`config.mk`:
```
export PLATFORM = sky130hd
export DESIGN_NAME = div_unit
export DESIGN_NICKNAME = d
export VERILOG_FILES = /design/src/rtl/div_unit.sv
export SDC_FILE = /design/constraint.sdc
export NUM_CORES = 1
export LEC_CHECK = 0
export BUFFER_PORTS_ARGS = -buffer_cell sky130_fd_sc_hd__clkbuf_2
export CAP_MARGIN = 15
export CORE_MARGIN = 4
export CORE_UTILIZATION = 59
export DETAILED_ROUTE_END_ITERATION = 8
export HOLD_SLACK_MARGIN = 0.12
export MAX_ROUTING_LAYER = met4
export PLACE_DENSITY_LB_ADDON = 0.08
export SYNTH_ARGS = -nofsm -noshare
export SYNTH_HDL_FRONTEND = slang
export SYNTH_SLANG_ARGS = --single-unit
```
`constraint.sdc`:
```
create_clock -name clk -period 4.7 [get_ports clk]
set_clock_uncertainty 0.05 [all_clocks]
set_input_delay 0.47 -clock clk [delete_from_list [all_inputs] [get_ports clk]]
set_output_delay 0.47 -clock clk [all_outputs]
set_load 0.02 [all_outputs]
```
`src/rtl/div_unit.sv`:
```
// Iterative radix-2 restoring divider for DIV/DIVU/REM/REMU, one quotient bit per cycle.
// Build option DIV_RISCV_DIVZERO_EN selects RISC-V divide-by-zero results instead of zero.
module div_unit #(
   parameter int XLEN = 32
) (
   input  logic            clk,
   input  logic            reset,
   input  logic            start,
   input  logic [4:0]      select,
   input  logic [XLEN-1:0] data1,
   input  logic [XLEN-1:0] data2,
   input  logic            flush,
   output logic            busy,
   output logic            done,
   output logic [XLEN-1:0] result,
   output logic [1:0]      dbg_state
);

   localparam int CW = $clog2(XLEN);

   localparam logic [1:0] IDLE = 2'd0;
   localparam logic [1:0] CALC = 2'd1;
   localparam logic [1:0] FIN  = 2'd2;

   localparam logic [4:0] OP_DIV  = 5'b01111;
   localparam logic [4:0] OP_DIVU = 5'b10000;
   localparam logic [4:0] OP_REM  = 5'b10001;
   localparam logic [4:0] OP_REMU = 5'b10010;

   // Handshake: start is a request sampled only while idle (busy=0); done is a
   // one-cycle valid strobe for result, which then holds until the next completion.

   logic [1:0]      state;
   logic [CW-1:0]   cnt;
   logic [XLEN-1:0] rem;
   logic [XLEN-1:0] quo;
   logic [XLEN-1:0] div_mag;
   logic            sign1;
   logic            sign2;
   logic            op_rem;
   logic            op_signed;
   logic            divzero;

   logic            sel_valid;
   logic            sel_signed;
   logic            sel_rem;
   logic            a_neg;
   logic            b_neg;
   logic [XLEN-1:0] a_mag;
   logic [XLEN-1:0] b_mag;
   logic [XLEN:0]   rem_sh;
   logic [XLEN:0]   diff;
   logic [XLEN-1:0] fin_result;

   always_comb begin
      sel_valid  = (select == OP_DIV) || (select == OP_DIVU) ||
                   (select == OP_REM) || (select == OP_REMU);
      sel_signed = (select == OP_DIV) || (select == OP_REM);
      sel_rem    = (select == OP_REM) || (select == OP_REMU);
      a_neg      = sel_signed & data1[XLEN-1];
      b_neg      = sel_signed & data2[XLEN-1];
      a_mag      = a_neg ? -data1 : data1;
      b_mag      = b_neg ? -data2 : data2;
   end

   // Remainder is always below the divisor, so the shifted value fits in XLEN+1 bits.
   always_comb begin
      rem_sh = {rem, quo[XLEN-1]};
      diff   = rem_sh - {1'b0, div_mag};
   end

   always_comb begin
      fin_result = '0;
      if (divzero) begin
`ifdef DIV_RISCV_DIVZERO_EN
         fin_result = op_rem ? quo : '1;
`else
         fin_result = '0;
`endif
      end else if (op_rem) begin
         fin_result = (op_signed && sign1) ? -rem : rem;
      end else begin
         fin_result = (op_signed && (sign1 ^ sign2)) ? -quo : quo;
      end
   end

   always_ff @(posedge clk or negedge reset) begin
      if (!reset) begin
         state     <= IDLE;
         cnt       <= '0;
         rem       <= '0;
         quo       <= '0;
         div_mag   <= '0;
         sign1     <= 1'b0;
         sign2     <= 1'b0;
         op_rem    <= 1'b0;
         op_signed <= 1'b0;
         divzero   <= 1'b0;
         done      <= 1'b0;
         result    <= '0;
      end else begin
         done <= 1'b0;
         if (flush) begin
            state <= IDLE;
         end else begin
            case (state)
               IDLE: begin
                  if (start && sel_valid) begin
                     sign1     <= a_neg;
                     sign2     <= b_neg;
                     op_rem    <= sel_rem;
                     op_signed <= sel_signed;
                     div_mag   <= b_mag;
                     rem       <= '0;
                     cnt       <= CW'(XLEN - 1);
                     divzero   <= (data2 == '0);
`ifdef DIV_RISCV_DIVZERO_EN
                     // With a zero divisor CALC is skipped, so quo can carry the raw dividend.
                     quo       <= (data2 == '0) ? data1 : a_mag;
`else
                     quo       <= a_mag;
`endif
                     state     <= (data2 == '0) ? FIN : CALC;
                  end
               end
               CALC: begin
                  if (!diff[XLEN]) begin
                     rem <= diff[XLEN-1:0];
                     quo <= {quo[XLEN-2:0], 1'b1};
                  end else begin
                     rem <= rem_sh[XLEN-1:0];
                     quo <= {quo[XLEN-2:0], 1'b0};
                  end
                  cnt <= cnt - 1'b1;
                  if (cnt == '0) state <= FIN;
               end
               FIN: begin
                  result <= fin_result;
                  done   <= 1'b1;
                  state  <= IDLE;
               end
               default: state <= IDLE;
            endcase
         end
      end
   end

   assign busy      = (state != IDLE);
   assign dbg_state = state;

endmodule

```
==> results of run 1 <==
-- worst paths after layout --
path,from,endpoint,slack (ns)
max in group asynchronous,reset,div_mag[24],3.50
setup / recovery,rem[6],rem[28],0.99
hold reg to reg,result[20],result[20],0.42
min in group clk,data2[31],div_mag[31],0.25
setup reg to reg,rem[6],rem[28],0.99
hold / removal,reset,quo[23],0.11
-- registers in the layout (all words and copies together), names as in the netlist --
signal     cells
sign1          1
done           1
quo           32
sign2          1
result        32
div_mag       32
op_rem         1
dbg_state      2
divzero        1
op_signed      1
rem           32
cnt            5
-- where the power goes --
part | switching [µW] | total, µW | internal [µW]
registers | 407 | 2020 | 1610
clock network | 587 | 1560 | 969
logic | 1510 | 2450 | 938
total | 2510 | 6030 | 3520
-- per-layer routing --
metal | up-vias | global-route usage | routed length [µm]
met5 | - | - | 0
met3 | 44 | 0.0492 | 1290
met4 | 0 | 0.0908 | 599
li1 | 4730 | - | -
met2 | 241 | 0.464 | 13600
met1 | 4712 | 0.404 | 12900
-- synthesized netlist by cell type, types with 10 or more instances --
cell                         n  share of area
sky130_fd_sc_hd__a21o_1     15          0.011
sky130_fd_sc_hd__a21oi_1    98          0.047
sky130_fd_sc_hd__a22o_1     21          0.018
sky130_fd_sc_hd__a22oi_1    16          0.012
sky130_fd_sc_hd__a31oi_1    11         0.0066
sky130_fd_sc_hd__and2_1     10         0.0060
sky130_fd_sc_hd__clkbuf_1   61          0.022
sky130_fd_sc_hd__dfrtp_1   141           0.34
sky130_fd_sc_hd__ha_1       38          0.046
sky130_fd_sc_hd__inv_1      55          0.020
sky130_fd_sc_hd__mux2i_1    13          0.012
sky130_fd_sc_hd__nand2_1   149          0.054
sky130_fd_sc_hd__nand2b_1   13         0.0078
sky130_fd_sc_hd__nand3_1    36          0.017
sky130_fd_sc_hd__nor2_1    104          0.037
sky130_fd_sc_hd__nor3_1     17         0.0082
sky130_fd_sc_hd__nor4_1     14         0.0084
sky130_fd_sc_hd__o21ai_0   129          0.062
sky130_fd_sc_hd__o311ai_0   19          0.016
sky130_fd_sc_hd__o31ai_1    22          0.016
sky130_fd_sc_hd__o41ai_1    16          0.013
sky130_fd_sc_hd__or3_1      12         0.0072
sky130_fd_sc_hd__or4_1      12         0.0087
sky130_fd_sc_hd__xnor2_1    67          0.056
sky130_fd_sc_hd__xor2_1     83          0.070
-- metrics by stage --
step / area (µm²) / hold WS (ns) / utilization / std cells / total power, µW
3_5_place_dp: 11100 / 0.416 / 0.639 / 1549 / 4440
2_1_floorplan: 10400 / 0.124 / - / 1277 / 3700
3_3_place_gp: 11100 / 0.413 / 0.639 / 1549 / 4400
6_report: 11700 / 0.107 / 0.679 / 1582 / 6030
5_1_grt: 11700 / 0.193 / 0.679 / 1582 / 6450
4_1_cts: 11700 / 0.162 / 0.678 / 1581 / 6020
-- logic make-up (layout without fill, tap and decap cells) --
family,count (synthesis),after routing,share of synthesized area
AO/OA/AOI/OAI,399,399,0.242
XOR/XNOR,151,151,0.128
adder cells (fa/ha/maj),39,39,0.0476
buffers and inverters,127,207,0.0488
flip-flops,141,141,0.339
multiplexers,13,13,0.0125
AND/OR/NAND/NOR,407,407,0.183
-- cell type report --
type | instances | share of cell area
Clock buffer | 18 | 0.0374
Clock inverter | 14 | 0.0195
Inverter | 55 | 0.0176
Multi-Input combinational cell | 1009 | 0.546
Sequential cell | 141 | 0.301
Tap cell | 225 | 0.0240
Timing Repair Buffer | 120 | 0.0549
-- worst reg2reg max path: cells and delay by family (launching register included) --
kind            cells  cell delay (ns)
xor+xnor            1             0.16
flops               1             0.49
fa+ha+maj           1             0.40
compound gates      5             1.83
buf+inv             1             0.28
simple gates        2             0.35
==> metrics.txt, run 1 <==
# TYPE chip_impl_metric gauge
chip_impl_metric{name="drive_above_1_share",unit=""} 0.123
chip_impl_metric{name="grt-ovfl-total",unit=""} 0
chip_impl_metric{name="postCtsHoldBufs",unit=""} 0
chip_impl_metric{name="grt_first_pass_wirelength",unit="mm"} 46.5
chip_impl_metric{name="number_of_enable_type_register_cells_in_the_synthesized_netlist",unit=""} 0
chip_impl_metric{name="min_period_over_period",unit=""} 0.788
chip_impl_metric{name="max_slew.worst_pin.slew",unit="ns"} 1.13
chip_impl_metric{name="synthesis.area_per_instance",unit="µm²"} 8.15
chip_impl_metric{name="dr.pass1.iters",unit=""} 5
chip_impl_metric{name="pin_count",unit=""} 109
chip_impl_metric{name="synth.cell_area",unit="µm²"} 10400
chip_impl_metric{name="drt_wl_total",unit="mm"} 28.4
chip_impl_info{name="most_common_library_cell_in_the_layout_ignoring_fill_and_taps",value="sky130_fd_sc_hd__nand2_1"} 1
chip_impl_metric{name="via_count",unit=""} 9727
chip_impl_info{name="startpoint_type",value="register"} 1
chip_impl_metric{name="finish.net_count",unit=""} 1456
chip_impl_info{name="timing.critical_path.to_type",value="register"} 1
chip_impl_metric{name="timing.critical_path.depth",unit=""} 10
chip_impl_info{name="hp-class",value="input port to asynchronous set/reset pin"} 1
chip_impl_metric{name="detailedRoute.firstIterationViolations",unit=""} 661
chip_impl_metric{name="mappedNetlistNets",unit=""} 1389
chip_impl_metric{name="final.min_clock_period",unit="ns"} 3.71
chip_impl_metric{name="area_growth_syn_to_fin",unit="%"} 12.7
chip_impl_metric{name="setup-tns-final",unit="ns"} 0
chip_impl_metric{name="cp_data_arrival_time",unit="ns"} 3.94
chip_impl_metric{name="clk_pin_slew_worst_paths",unit="ns"} 0.06
chip_impl_metric{name="initial_utilization",unit=""} 0.602
chip_impl_metric{name="p_per_area",unit="nW/µm²"} 514
chip_impl_metric{name="grt_antenna_before_repair",unit=""} 0
chip_impl_metric{name="vdd_ir_drop_max",unit="mV"} 0.368
chip_impl_metric{name="pre_cts_ws",unit="ns"} 1.09
chip_impl_metric{name="clock_sink_count",unit=""} 141
chip_impl_info{name="unrepaired_setup_endpoints_after_global_routing",value="false"} 1
chip_impl_metric{name="largest_net_degree_at_the_start_of_global_routing",unit=""} 111
chip_impl_metric{name="synthCells",unit=""} 1277
chip_impl_metric{name="fillerInstances",unit=""} 1500
chip_impl_metric{name="coreArea",unit="µm²"} 17300
chip_impl_metric{name="hold_viol_final",unit=""} 0
chip_impl_metric{name="power.static_leakage",unit="µW"} 0.00535
chip_impl_metric{name="yosys.cell_types.count",unit=""} 62
chip_impl_info{name="path_delay_family",value="compound AO/OA/AOI/OAI gates"} 1
chip_impl_metric{name="buffer_ports.inserted",unit=""} 108
chip_impl_metric{name="routed_wire_length_per_instance",unit="µm"} 17.9
chip_impl_metric{name="crit_path_max_fanout",unit=""} 49
chip_impl_metric{name="critical_path.max_stage_delay",unit="ns"} 0.49
chip_impl_info{name="worstPathCellList",value="ha_1 -> a21oi_1 -> nand2_1 -> o21ai_0 -> nand4_1 -> a211o_1 -> a221o_1 -> xnor2_4 -> buf_4 -> o311ai_0"} 1
chip_impl_metric{name="routabilityCongestion",unit=""} 0.902
chip_impl_metric{name="number_of_clock_buffers_inserted_by_tritoncts",unit=""} 17
chip_impl_metric{name="grt_pass1_vias",unit=""} 9165
chip_impl_metric{name="ff2ff_path_depth",unit=""} 10
chip_impl_metric{name="worst-endpoint-required",unit="ns"} 4.94
chip_impl_metric{name="placement_rows",unit=""} 48
chip_impl_metric{name="fmaxAchievable",unit="MHz"} 270
chip_impl_metric{name="drt_drc_violations_left",unit=""} 0
chip_impl_metric{name="cts-resized-gates",unit=""} 0
chip_impl_info{name="path_class",value="register to register"} 1
chip_impl_metric{name="maxSlewHeadroom",unit=""} 0.241
chip_impl_metric{name="hpwl_detailed",unit="mm"} 21.1
chip_impl_metric{name="antenna_left",unit=""} 0
chip_impl_info{name="cts.root.buffer_cell",value="sky130_fd_sc_hd__clkbuf_16"} 1
chip_impl_metric{name="die_area",unit="µm²"} 19800
chip_impl_info{name="synth_ff_type",value="sky130_fd_sc_hd__dfrtp_1"} 1
chip_impl_metric{name="clkLatencyLatePin",unit="ns"} 0.44
chip_impl_info{name="most_used_cells_in_the_layout_excluding_fill_and_tap_cells",value="149 x sky130_fd_sc_hd__nand2_1, 141 x sky130_fd_sc_hd__dfrtp_1, 128 x sky130_fd_sc_hd__o21ai_0, 107 x sky130_fd_sc_hd__clkbuf_2, 103 x sky130_fd_sc_hd__nor2_1"} 1
chip_impl_metric{name="ff_latch_area",unit="µm²"} 3530
chip_impl_metric{name="groute.usage.overall",unit=""} 0.298
chip_impl_metric{name="postCtsSetupBuffers",unit=""} 0
chip_impl_metric{name="post-route-worst-setup-slack",unit="ns"} 0.995
chip_impl_metric{name="cts-root-to-sink-buffers",unit=""} 2
chip_impl_metric{name="yosysWarningCount",unit=""} 0
chip_impl_metric{name="synthArstFlopShare",unit=""} 1.00
chip_impl_info{name="status",value="completed"} 1
chip_impl_metric{name="clock_tree.htree_level_count",unit=""} 4
chip_impl_metric{name="synth_seq_cells",unit=""} 141
chip_impl_metric{name="die_width",unit="µm"} 141
chip_impl_metric{name="final_slew_viol_count",unit=""} 0
chip_impl_metric{name="seq_area_frac_synth",unit=""} 0.339
chip_impl_metric{name="setup_violators_final",unit=""} 0
chip_impl_metric{name="post_drt_via_cell_ratio",unit=""} 6.15
chip_impl_metric{name="timing.max_cap.violations",unit=""} 0
chip_impl_info{name="crit_path_top_delay_cell",value="sky130_fd_sc_hd__dfrtp_1"} 1
chip_impl_info{name="cts_tree",value="built"} 1
chip_impl_metric{name="antennaDiodeCount",unit=""} 0
chip_impl_metric{name="fp.dieH",unit="µm"} 141
chip_impl_metric{name="multi_input_comb_area",unit="µm²"} 6410
chip_impl_metric{name="buffers_inverters_on_critical_path",unit=""} 1
(Power assumes the default switching activity.)
==> run 2, diff against run 1 <==
--- a/config.mk
+++ b/config.mk
@@ -8,7 +8,7 @@
 export BUFFER_PORTS_ARGS = -buffer_cell sky130_fd_sc_hd__clkbuf_2
 export CAP_MARGIN = 15
 export CORE_MARGIN = 4
-export CORE_UTILIZATION = 59
+export CORE_UTILIZATION = 55
 export DETAILED_ROUTE_END_ITERATION = 8
 export HOLD_SLACK_MARGIN = 0.12
 export MAX_ROUTING_LAYER = met4
==> constraint.sdc (replaced) <==
create_clock -name clk -period 3.2 [get_ports clk]
set_clock_uncertainty 0.05 [all_clocks]
set_input_delay 0.32 -clock clk [delete_from_list [all_inputs] [get_ports clk]]
set_output_delay 0.32 -clock clk [all_outputs]
set_load 0.02 [all_outputs]
==> run 2 against run 1 <==
  * The flow now finishes with violations (setup timing)
  * Critical path depth rose by 2
  * Largest power group unchanged
  * Critical path type unchanged
  * Combinational power rose by 71%
  * Fmax rose by 13%
  * Core utilization fell by 0.47 points
  * First-iteration DRC count rose by 27%
  * Clock power rose by 37%
  * Via count rose by 2.9%
  * Sequential power rose by 45%
  * Total power rose by 53%
  * Non-clock buffer count rose by 77
==> metrics.txt, run 2 (same netlist as run 1, synthesis figures left out) <==
# TYPE chip_impl_metric gauge
chip_impl_info{name="path_class",value="register to register"} 1
chip_impl_metric{name="area_growth_syn_to_fin",unit="%"} 20.7
chip_impl_metric{name="crit_path_max_fanout",unit=""} 8
chip_impl_metric{name="worst-endpoint-required",unit="ns"} 3.43
chip_impl_metric{name="cp_data_arrival_time",unit="ns"} 3.50
chip_impl_metric{name="groute.usage.overall",unit=""} 0.277
chip_impl_metric{name="coreArea",unit="µm²"} 18600
chip_impl_metric{name="hpwl_detailed",unit="mm"} 21.5
chip_impl_metric{name="grt_antenna_before_repair",unit=""} 0
chip_impl_info{name="unrepaired_setup_endpoints_after_global_routing",value="true"} 1
chip_impl_metric{name="grt_first_pass_wirelength",unit="mm"} 47.0
chip_impl_metric{name="hold_viol_final",unit=""} 0
chip_impl_metric{name="power.static_leakage",unit="µW"} 0.00576
chip_impl_info{name="route.top_layer_used",value="met4"} 1
chip_impl_metric{name="routabilityCongestion",unit=""} 0.897
chip_impl_metric{name="fin_cells",unit=""} 1668
chip_impl_metric{name="via_count",unit=""} 10000
chip_impl_metric{name="pin_count",unit=""} 109
chip_impl_metric{name="fin_worst_hold_slack",unit="ns"} 0.151
chip_impl_metric{name="final.min_clock_period",unit="ns"} 3.27
chip_impl_metric{name="met2WireLength",unit="mm"} 14.4
chip_impl_metric{name="grt_pass1_vias",unit=""} 9441
chip_impl_info{name="cts.root.buffer_cell",value="sky130_fd_sc_hd__clkbuf_16"} 1
chip_impl_metric{name="min_period_over_period",unit=""} 1.02
chip_impl_info{name="startpoint_type",value="register"} 1
chip_impl_metric{name="final_slew_viol_count",unit=""} 0
chip_impl_metric{name="clkLatencyLatePin",unit="ns"} 0.43
chip_impl_metric{name="number_of_clock_buffers_inserted_by_tritoncts",unit=""} 17
chip_impl_metric{name="p_per_area",unit="nW/µm²"} 736
chip_impl_metric{name="m1WireLength",unit="mm"} 13.2
chip_impl_metric{name="maxSlewHeadroom",unit=""} 0.314
chip_impl_metric{name="max_slew.worst_pin.slew",unit="ns"} 1.03
chip_impl_metric{name="met3_wirelength",unit="mm"} 1.45
chip_impl_metric{name="cts-root-to-sink-buffers",unit=""} 2
chip_impl_metric{name="largest_net_degree_at_the_start_of_global_routing",unit=""} 81
chip_impl_metric{name="fp.dieH",unit="µm"} 146
chip_impl_metric{name="detailedRoute.firstIterationViolations",unit=""} 837
chip_impl_info{name="most_used_cells_in_the_layout_excluding_fill_and_tap_cells",value="147 x sky130_fd_sc_hd__nand2_1, 141 x sky130_fd_sc_hd__dfrtp_1, 127 x sky130_fd_sc_hd__o21ai_0, 107 x sky130_fd_sc_hd__clkbuf_2, 102 x sky130_fd_sc_hd__nor2_1"} 1
chip_impl_metric{name="die_area",unit="µm²"} 21200
chip_impl_metric{name="fmaxAchievable",unit="MHz"} 306
chip_impl_info{name="most_common_library_cell_in_the_layout_ignoring_fill_and_taps",value="sky130_fd_sc_hd__nand2_1"} 1
chip_impl_metric{name="ff2ff_setup_slack",unit="ns"} -0.07
chip_impl_metric{name="die_width",unit="µm"} 146
chip_impl_metric{name="placed_cells",unit=""} 1625
chip_impl_metric{name="routed_wire_length_per_instance",unit="µm"} 17.9
chip_impl_metric{name="drive_above_1_share",unit=""} 0.190
chip_impl_metric{name="clock_sink_count",unit=""} 141
chip_impl_metric{name="post-route-worst-setup-slack",unit="ns"} -0.0708
chip_impl_metric{name="placement_rows",unit=""} 50
chip_impl_metric{name="setup_violators_final",unit=""} 7
chip_impl_metric{name="clock_tree.htree_level_count",unit=""} 4
chip_impl_metric{name="drt_wl_total",unit="mm"} 29.8
chip_impl_info{name="failed_checks",value="setup timing"} 1
chip_impl_metric{name="setup-tns-final",unit="ns"} -0.283
chip_impl_metric{name="finish.net_count",unit=""} 1533
chip_impl_metric{name="post_drt_via_cell_ratio",unit=""} 6.00
chip_impl_info{name="hp-class",value="input port to register"} 1
chip_impl_info{name="cts_tree",value="built"} 1
chip_impl_info{name="timing.critical_path.to_type",value="register"} 1
chip_impl_metric{name="dr.pass1.iters",unit=""} 5
chip_impl_metric{name="antennaDiodeCount",unit=""} 0
chip_impl_metric{name="grt-ovfl-total",unit=""} 0
chip_impl_info{name="status",value="complete, but fails checks"} 1
chip_impl_metric{name="drt_drc_violations_left",unit=""} 0
chip_impl_metric{name="timing.max_cap.violations",unit=""} 0
chip_impl_metric{name="clk_pin_slew_worst_paths",unit="ns"} 0.06
chip_impl_metric{name="final_cell_utilization_of_the_core",unit=""} 0.674
chip_impl_metric{name="initial_utilization",unit=""} 0.559
chip_impl_metric{name="buffer_ports.inserted",unit=""} 108
chip_impl_metric{name="vdd_ir_drop_max",unit="mV"} 0.452
chip_impl_metric{name="antenna_left",unit=""} 0
chip_impl_metric{name="pre_cts_ws",unit="ns"} -0.0935
==> run 2: changes by cell type in the layout (fill, tap and decap cells not counted), sizes merged <==
cell,previous run,this run
buf,13,84
bufinv,5,3
clkbuf,125,127
clkinv,3,4
clkinvlp,1,2
dlygate4sd3,0,4
==> run 2: timing repair <==
item | 4_1_cts | 5_1_grt
endpoints found under the setup margin | 31 | 32
hold endpoints to repair | 57 | 0
resized for setup | 1 | 40
gates cloned | 0 | 2
setup buffers | 0 | 4
pin swaps | 1 | 13
hold buffers | 4 | 0
==> run 2: layout make-up <==
type	instances	area (µm²)
sequential	141	3530
timing repair buffer	197	1310
tap	234	293
fill	1549	6080
clock buffer	18	439
clock inverter	14	183
multi-input combinational	1009	6610
inverter	55	206
==> run 2: worst paths after layout <==
path	from	end	cells after the start
min in group asynchronous	reset	quo[26]	2
max in group asynchronous	reset	result[7]	3
hold reg to reg	result[21]	result[21]	1
hold / removal	data2[16]	div_mag[16]	3
setup reg to reg	quo[31]	rem[11]	12
setup / recovery	quo[31]	rem[11]	12
==> run 2: worst max-delay path: stages (launching register included) <==
cell and delay (ns):
sky130_fd_sc_hd__dfrtp_1 0.40, sky130_fd_sc_hd__inv_2 0.09, sky130_fd_sc_hd__ha_4 0.14, sky130_fd_sc_hd__fa_2 0.21, sky130_fd_sc_hd__nand2b_4 0.14, sky130_fd_sc_hd__a21oi_4 0.07, sky130_fd_sc_hd__o21ai_2 0.18, sky130_fd_sc_hd__nand4_1 0.18
sky130_fd_sc_hd__a211o_1 0.37, sky130_fd_sc_hd__a221o_1 0.44, sky130_fd_sc_hd__xnor2_4 0.24, sky130_fd_sc_hd__clkbuf_16 0.20, sky130_fd_sc_hd__o311ai_0 0.42
==> run 2: layer usage <==
layer	vias to the layer above	global-route usage
met4	0	0.0850
met2	303	0.437
met5	-	-
met3	47	0.0455
li1	4877	-
met1	4784	0.369
==> run 2: through the flow <==
| step | area (µm²) | total power (µW) |
|---|---|---|
| floorplan | 10400 | 5440 |
| global placement | 11600 | 6710 |
| detailed placement | 11600 | 6780 |
| CTS | 12300 | 8950 |
| global route | 12600 | 9870 |
| finish | 12600 | 9240 |
==> run 2: power breakdown <==
part           internal, µW  switching, µW
logic                  1730           2460
clock network          1260            862
registers              2370            561
==> run 3, diff against run 2 <==
--- a/config.mk
+++ b/config.mk
@@ -5,14 +5,16 @@
 export SDC_FILE = /design/constraint.sdc
 export NUM_CORES = 1
 export LEC_CHECK = 0
+export ABC_AREA = 1
 export BUFFER_PORTS_ARGS = -buffer_cell sky130_fd_sc_hd__clkbuf_2
 export CAP_MARGIN = 15
 export CORE_MARGIN = 4
-export CORE_UTILIZATION = 55
+export CORE_UTILIZATION = 56
 export DETAILED_ROUTE_END_ITERATION = 8
 export HOLD_SLACK_MARGIN = 0.12
 export MAX_ROUTING_LAYER = met4
 export PLACE_DENSITY_LB_ADDON = 0.08
+export SLEW_MARGIN = 15
 export SYNTH_ARGS = -nofsm -noshare
 export SYNTH_HDL_FRONTEND = slang
 export SYNTH_SLANG_ARGS = --single-unit
==> run 3 against run 2 <==
  * The run now ends clean
  * Cell count rose by 47%
  * Synthesized cell count rose by 62%
  * Register-to-register slack improved by 0.44 ns
  * Setup slack improved by 0.44 ns
  * Routed wire length rose by 34%
  * Sequential share of layout area fell by 2.6 points
  * Count of clock-buffer cells in the layout rose by 1
  * Sequential cell count did not move
  * Synthesized area rose by 20%
  * Critical path depth rose by 5
  * Non-clock buffer count fell by 67
==> metrics.txt, run 3 <==
# TYPE chip_impl_metric gauge
chip_impl_metric{name="clock_tree.htree_level_count",unit=""} 4
chip_impl_info{name="most_common_library_cell_in_the_layout_ignoring_fill_and_taps",value="sky130_fd_sc_hd__nand2_1"} 1
chip_impl_metric{name="cts-root-to-sink-buffers",unit=""} 2
chip_impl_metric{name="ff2ff_path_depth",unit=""} 17
chip_impl_info{name="hold_path_startpoint",value="data2[31]"} 1
chip_impl_metric{name="holdPathStages",unit=""} 3
chip_impl_metric{name="mappedNetlistNets",unit=""} 2184
chip_impl_info{name="unrepaired_setup_endpoints_after_global_routing",value="false"} 1
chip_impl_metric{name="synth_top_cell_area_share",unit=""} 0.282
chip_impl_metric{name="die_area",unit="µm²"} 24800
chip_impl_metric{name="groute.usage.overall",unit=""} 0.335
chip_impl_metric{name="pin_count",unit=""} 109
chip_impl_metric{name="dr.pass1.iters",unit=""} 6
chip_impl_info{name="synth_ff_type",value="sky130_fd_sc_hd__dfrtp_1"} 1
chip_impl_metric{name="number_of_enable_type_register_cells_in_the_synthesized_netlist",unit=""} 0
chip_impl_metric{name="grt-ovfl-total",unit=""} 0
chip_impl_metric{name="design_area",unit="µm²"} 13900
chip_impl_metric{name="final.min_clock_period",unit="ns"} 2.84
chip_impl_info{name="critical-path-top-cell-by-count",value="sky130_fd_sc_hd__nand2_1"} 1
chip_impl_metric{name="pwr-share-comb",unit=""} 0.384
chip_impl_info{name="synth_common_cells",value="680 x sky130_fd_sc_hd__nand2_1, 302 x sky130_fd_sc_hd__inv_1, 256 x sky130_fd_sc_hd__nand3_1, 170 x sky130_fd_sc_hd__nor2_1, 141 x sky130_fd_sc_hd__dfrtp_1"} 1
chip_impl_metric{name="fillerInstances",unit=""} 2206
chip_impl_metric{name="net_switching_component_of_the_power",unit="µW"} 3110
chip_impl_metric{name="switching_share",unit=""} 0.432
chip_impl_metric{name="synthesis.area_per_instance",unit="µm²"} 6.03
chip_impl_metric{name="synthArstFlopShare",unit=""} 1.00
chip_impl_info{name="synth.most_common_cell",value="sky130_fd_sc_hd__nand2_1"} 1
chip_impl_metric{name="postCtsSetupBuffers",unit=""} 0
chip_impl_metric{name="routabilityCongestion",unit=""} 1.03
chip_impl_metric{name="setup_violators_final",unit=""} 0
chip_impl_info{name="hold-path-endpoint",value="div_mag[31]"} 1
chip_impl_metric{name="synth_seq_cells",unit=""} 141
chip_impl_info{name="crit_path_top_delay_cell",value="sky130_fd_sc_hd__fa_1"} 1
chip_impl_info{name="timing.critical_path.to_type",value="register"} 1
chip_impl_info{name="cts_tree",value="built"} 1
chip_impl_metric{name="area_growth_syn_to_fin",unit="%"} 10.9
chip_impl_metric{name="seq_area_frac_synth",unit=""} 0.282
chip_impl_info{name="most_used_cells_in_the_layout_excluding_fill_and_tap_cells",value="679 x sky130_fd_sc_hd__nand2_1, 302 x sky130_fd_sc_hd__inv_1, 256 x sky130_fd_sc_hd__nand3_1, 166 x sky130_fd_sc_hd__nor2_1, 141 x sky130_fd_sc_hd__dfrtp_1"} 1
chip_impl_metric{name="drt_drc_violations_left",unit=""} 0
chip_impl_metric{name="antenna_left",unit=""} 0
chip_impl_metric{name="detailedRoute.firstIterationViolations",unit=""} 1338
chip_impl_metric{name="post_drt_via_cell_ratio",unit=""} 5.54
chip_impl_metric{name="grt_antenna_before_repair",unit=""} 0
chip_impl_metric{name="final_cell_utilization_of_the_core",unit=""} 0.633
chip_impl_metric{name="yosys.cell_types.count",unit=""} 48
chip_impl_metric{name="yosysWarningCount",unit=""} 0
chip_impl_metric{name="finish.net_count",unit=""} 2269
chip_impl_metric{name="buffer_ports.inserted",unit=""} 108
chip_impl_metric{name="hold_viol_final",unit=""} 0
chip_impl_metric{name="fp.dieH",unit="µm"} 157
chip_impl_metric{name="final_slew_viol_count",unit=""} 0
chip_impl_metric{name="vdd_ir_drop_max",unit="mV"} 0.398
chip_impl_metric{name="crit_path_max_fanout",unit=""} 30
chip_impl_metric{name="p_per_area",unit="nW/µm²"} 519
chip_impl_info{name="yosys-top-cells-area",value="sky130_fd_sc_hd__dfrtp_1 28%, sky130_fd_sc_hd__nand2_1 20%, sky130_fd_sc_hd__nand3_1 10%"} 1
chip_impl_info{name="status",value="completed"} 1
chip_impl_metric{name="grt_pass1_vias",unit=""} 12400
chip_impl_metric{name="timing.max_cap.violations",unit=""} 0
chip_impl_metric{name="coreArea",unit="µm²"} 21900
chip_impl_metric{name="power_frac_seq",unit=""} 0.339
chip_impl_metric{name="routed_wire_length_per_instance",unit="µm"} 16.3
chip_impl_metric{name="synth.cell_area",unit="µm²"} 12500
chip_impl_info{name="timing.rr.end",value="rem[14]"} 1
chip_impl_metric{name="maxSlewHeadroom",unit=""} 0.475
chip_impl_metric{name="initial_utilization",unit=""} 0.571
chip_impl_metric{name="max_slew.worst_pin.slew",unit="ns"} 0.788
chip_impl_metric{name="cp_data_arrival_time",unit="ns"} 3.10
chip_impl_metric{name="placement_rows",unit=""} 54
chip_impl_metric{name="cell_internal_pwr",unit="µW"} 4090
chip_impl_info{name="post_synth_top_area_cell",value="sky130_fd_sc_hd__dfrtp_1"} 1
chip_impl_info{name="hp-class",value="input port to register"} 1
chip_impl_metric{name="ff_latch_area",unit="µm²"} 3530
chip_impl_metric{name="drive_above_1_share",unit=""} 0.0903
chip_impl_metric{name="min_period_over_period",unit=""} 0.886
chip_impl_metric{name="ff2ff_setup_slack",unit="ns"} 0.36
chip_impl_metric{name="power.static_leakage",unit="µW"} 0.00777
chip_impl_metric{name="via_count",unit=""} 13600
chip_impl_metric{name="largest_net_degree_at_the_start_of_global_routing",unit=""} 79
chip_impl_metric{name="placed_cell_area",unit="µm²"} 13300
chip_impl_metric{name="die_width",unit="µm"} 157
chip_impl_metric{name="clk_pin_slew_worst_paths",unit="ns"} 0.07
chip_impl_metric{name="clkLatencyLatePin",unit="ns"} 0.44
chip_impl_info{name="path_class",value="register to register"} 1
chip_impl_metric{name="worst-endpoint-required",unit="ns"} 3.46
chip_impl_metric{name="clock_sink_count",unit=""} 141
chip_impl_metric{name="multi_input_comb_area",unit="µm²"} 7530
chip_impl_metric{name="drt_wl_total",unit="mm"} 39.9
chip_impl_info{name="crit-reg2reg-launch",value="quo[31]"} 1
chip_impl_metric{name="hpwl_detailed",unit="mm"} 31.6
chip_impl_info{name="cts.root.buffer_cell",value="sky130_fd_sc_hd__clkbuf_16"} 1
chip_impl_metric{name="setup-tns-final",unit="ns"} 0
chip_impl_metric{name="fmaxAchievable",unit="MHz"} 353
chip_impl_metric{name="synthCells",unit=""} 2072
chip_impl_metric{name="antennaDiodeCount",unit=""} 0
chip_impl_metric{name="grt_first_pass_wirelength",unit="mm"} 64.1
chip_impl_info{name="startpoint",value="quo[31]"} 1
chip_impl_info{name="startpoint_type",value="register"} 1
chip_impl_info{name="worstPathCellList",value="inv_1 -> ha_1 -> fa_1 -> inv_1 -> nand2_1 -> nand2_1 -> nand3_1 -> nand2_2 -> nand2_1 -> nand2_2 -> nand2_4 -> nand2_4 -> nand2_4 -> nand2_4 -> nand2_1 -> nand3_1 -> nand2_1"} 1
chip_impl_metric{name="number_of_clock_buffers_inserted_by_tritoncts",unit=""} 17
chip_impl_metric{name="critical_path.max_stage_delay",unit="ns"} 0.40
chip_impl_metric{name="share_clk_of_total_power",unit=""} 0.277
-- run 3: cell count changes in the layout (fill, tap and decap cells not counted), sizes merged, moves of 26 or more --
cell   previous run  this run
nor3             17        44
nand4             4        30
xor2             83        25
xnor2            68        16
buf              84        21
nor2            104       173
inv              60       308
nand2           149       698
nand3            36       257
-- run 3: per-layer routing --
metal  up-vias  track usage  routed length [µm]
li1       6819            -                   -
met1      6147        0.486               18800
met2       535        0.484               17000
met3        66       0.0575                2990
met4         0       0.0946                1070
met5         -            -                   0
-- run 3: worst max-delay path by stage --
| stage | end | depth (start not counted) |
|---|---|---|
| after global routing | rem[31] | 17 |
| after detailed placement | rem[14] | 17 |
| after CTS | rem[14] | 17 |
| final | rem[14] | 17 |
| after global placement | rem[12] | 17 |
| after floorplan | rem[22] | 19 |
-- run 3: critical path, delay by kind of cell (launching register included) --
| family | cells | cell delay [ns] |
|---|---|---|
| AND/OR/NAND/NOR | 13 | 1.50 |
| buffers and inverters | 2 | 0.17 |
| adder cells (fa/ha/maj) | 2 | 0.63 |
| flip-flops | 1 | 0.35 |
-- run 3: cell families (layout without fill, tap and decap cells) --
logic type               Yosys count  count (layout)  synth area share
AND/OR/NAND/NOR                 1221            1221             0.415
buffers and inverters            368             466             0.117
AO/OA/AOI/OAI                    262             262             0.118
flip-flops                       141             141             0.282
XOR/XNOR                          41              41            0.0287
adder cells (fa/ha/maj)           39              39            0.0396
-- run 3: final cells by class --
type,instances,area share
Tap cell,280,0.0253
Sequential cell,141,0.255
Timing Repair Buffer,130,0.0526
Clock buffer,19,0.0327
Multi-Input combinational cell,1563,0.543
Inverter,304,0.0823
Clock inverter,13,0.00939
-- run 3: what timing repair did --
action / 4_1_cts / 5_1_grt
hold buffers: 2 / 0
resized for setup: 0 / 0
hold endpoints to repair: 77 / 0
-- run 3: power by group through the flow --
| stage | registers [µW] | clock network (µW) | logic (µW) |
|---|---|---|---|
| 2_1_floorplan | 2350 | 0 | 1860 |
| 5_1_grt | 2480 | 2090 | 3070 |
| 4_1_cts | 2420 | 2010 | 2710 |
| 3_3_place_gp | 2440 | 0 | 2660 |
| 6_report | 2440 | 2000 | 2760 |
| 3_5_place_dp | 2450 | 0 | 2690 |
-- run 3: stage by stage --
| step | total power [µW] | setup slack, ns | cells | hold WS (ns) |
|---|---|---|---|---|
| after floorplan | 4220 | 0.919 | 2072 | -0.0256 |
| after global placement | 5100 | 0.513 | 2416 | 0.370 |
| after detailed placement | 5140 | 0.418 | 2416 | 0.371 |
| after CTS | 7140 | 0.394 | 2450 | 0.130 |
| after global routing | 7630 | 0.156 | 2450 | 0.131 |
| final | 7200 | 0.365 | 2450 | 0.141 |
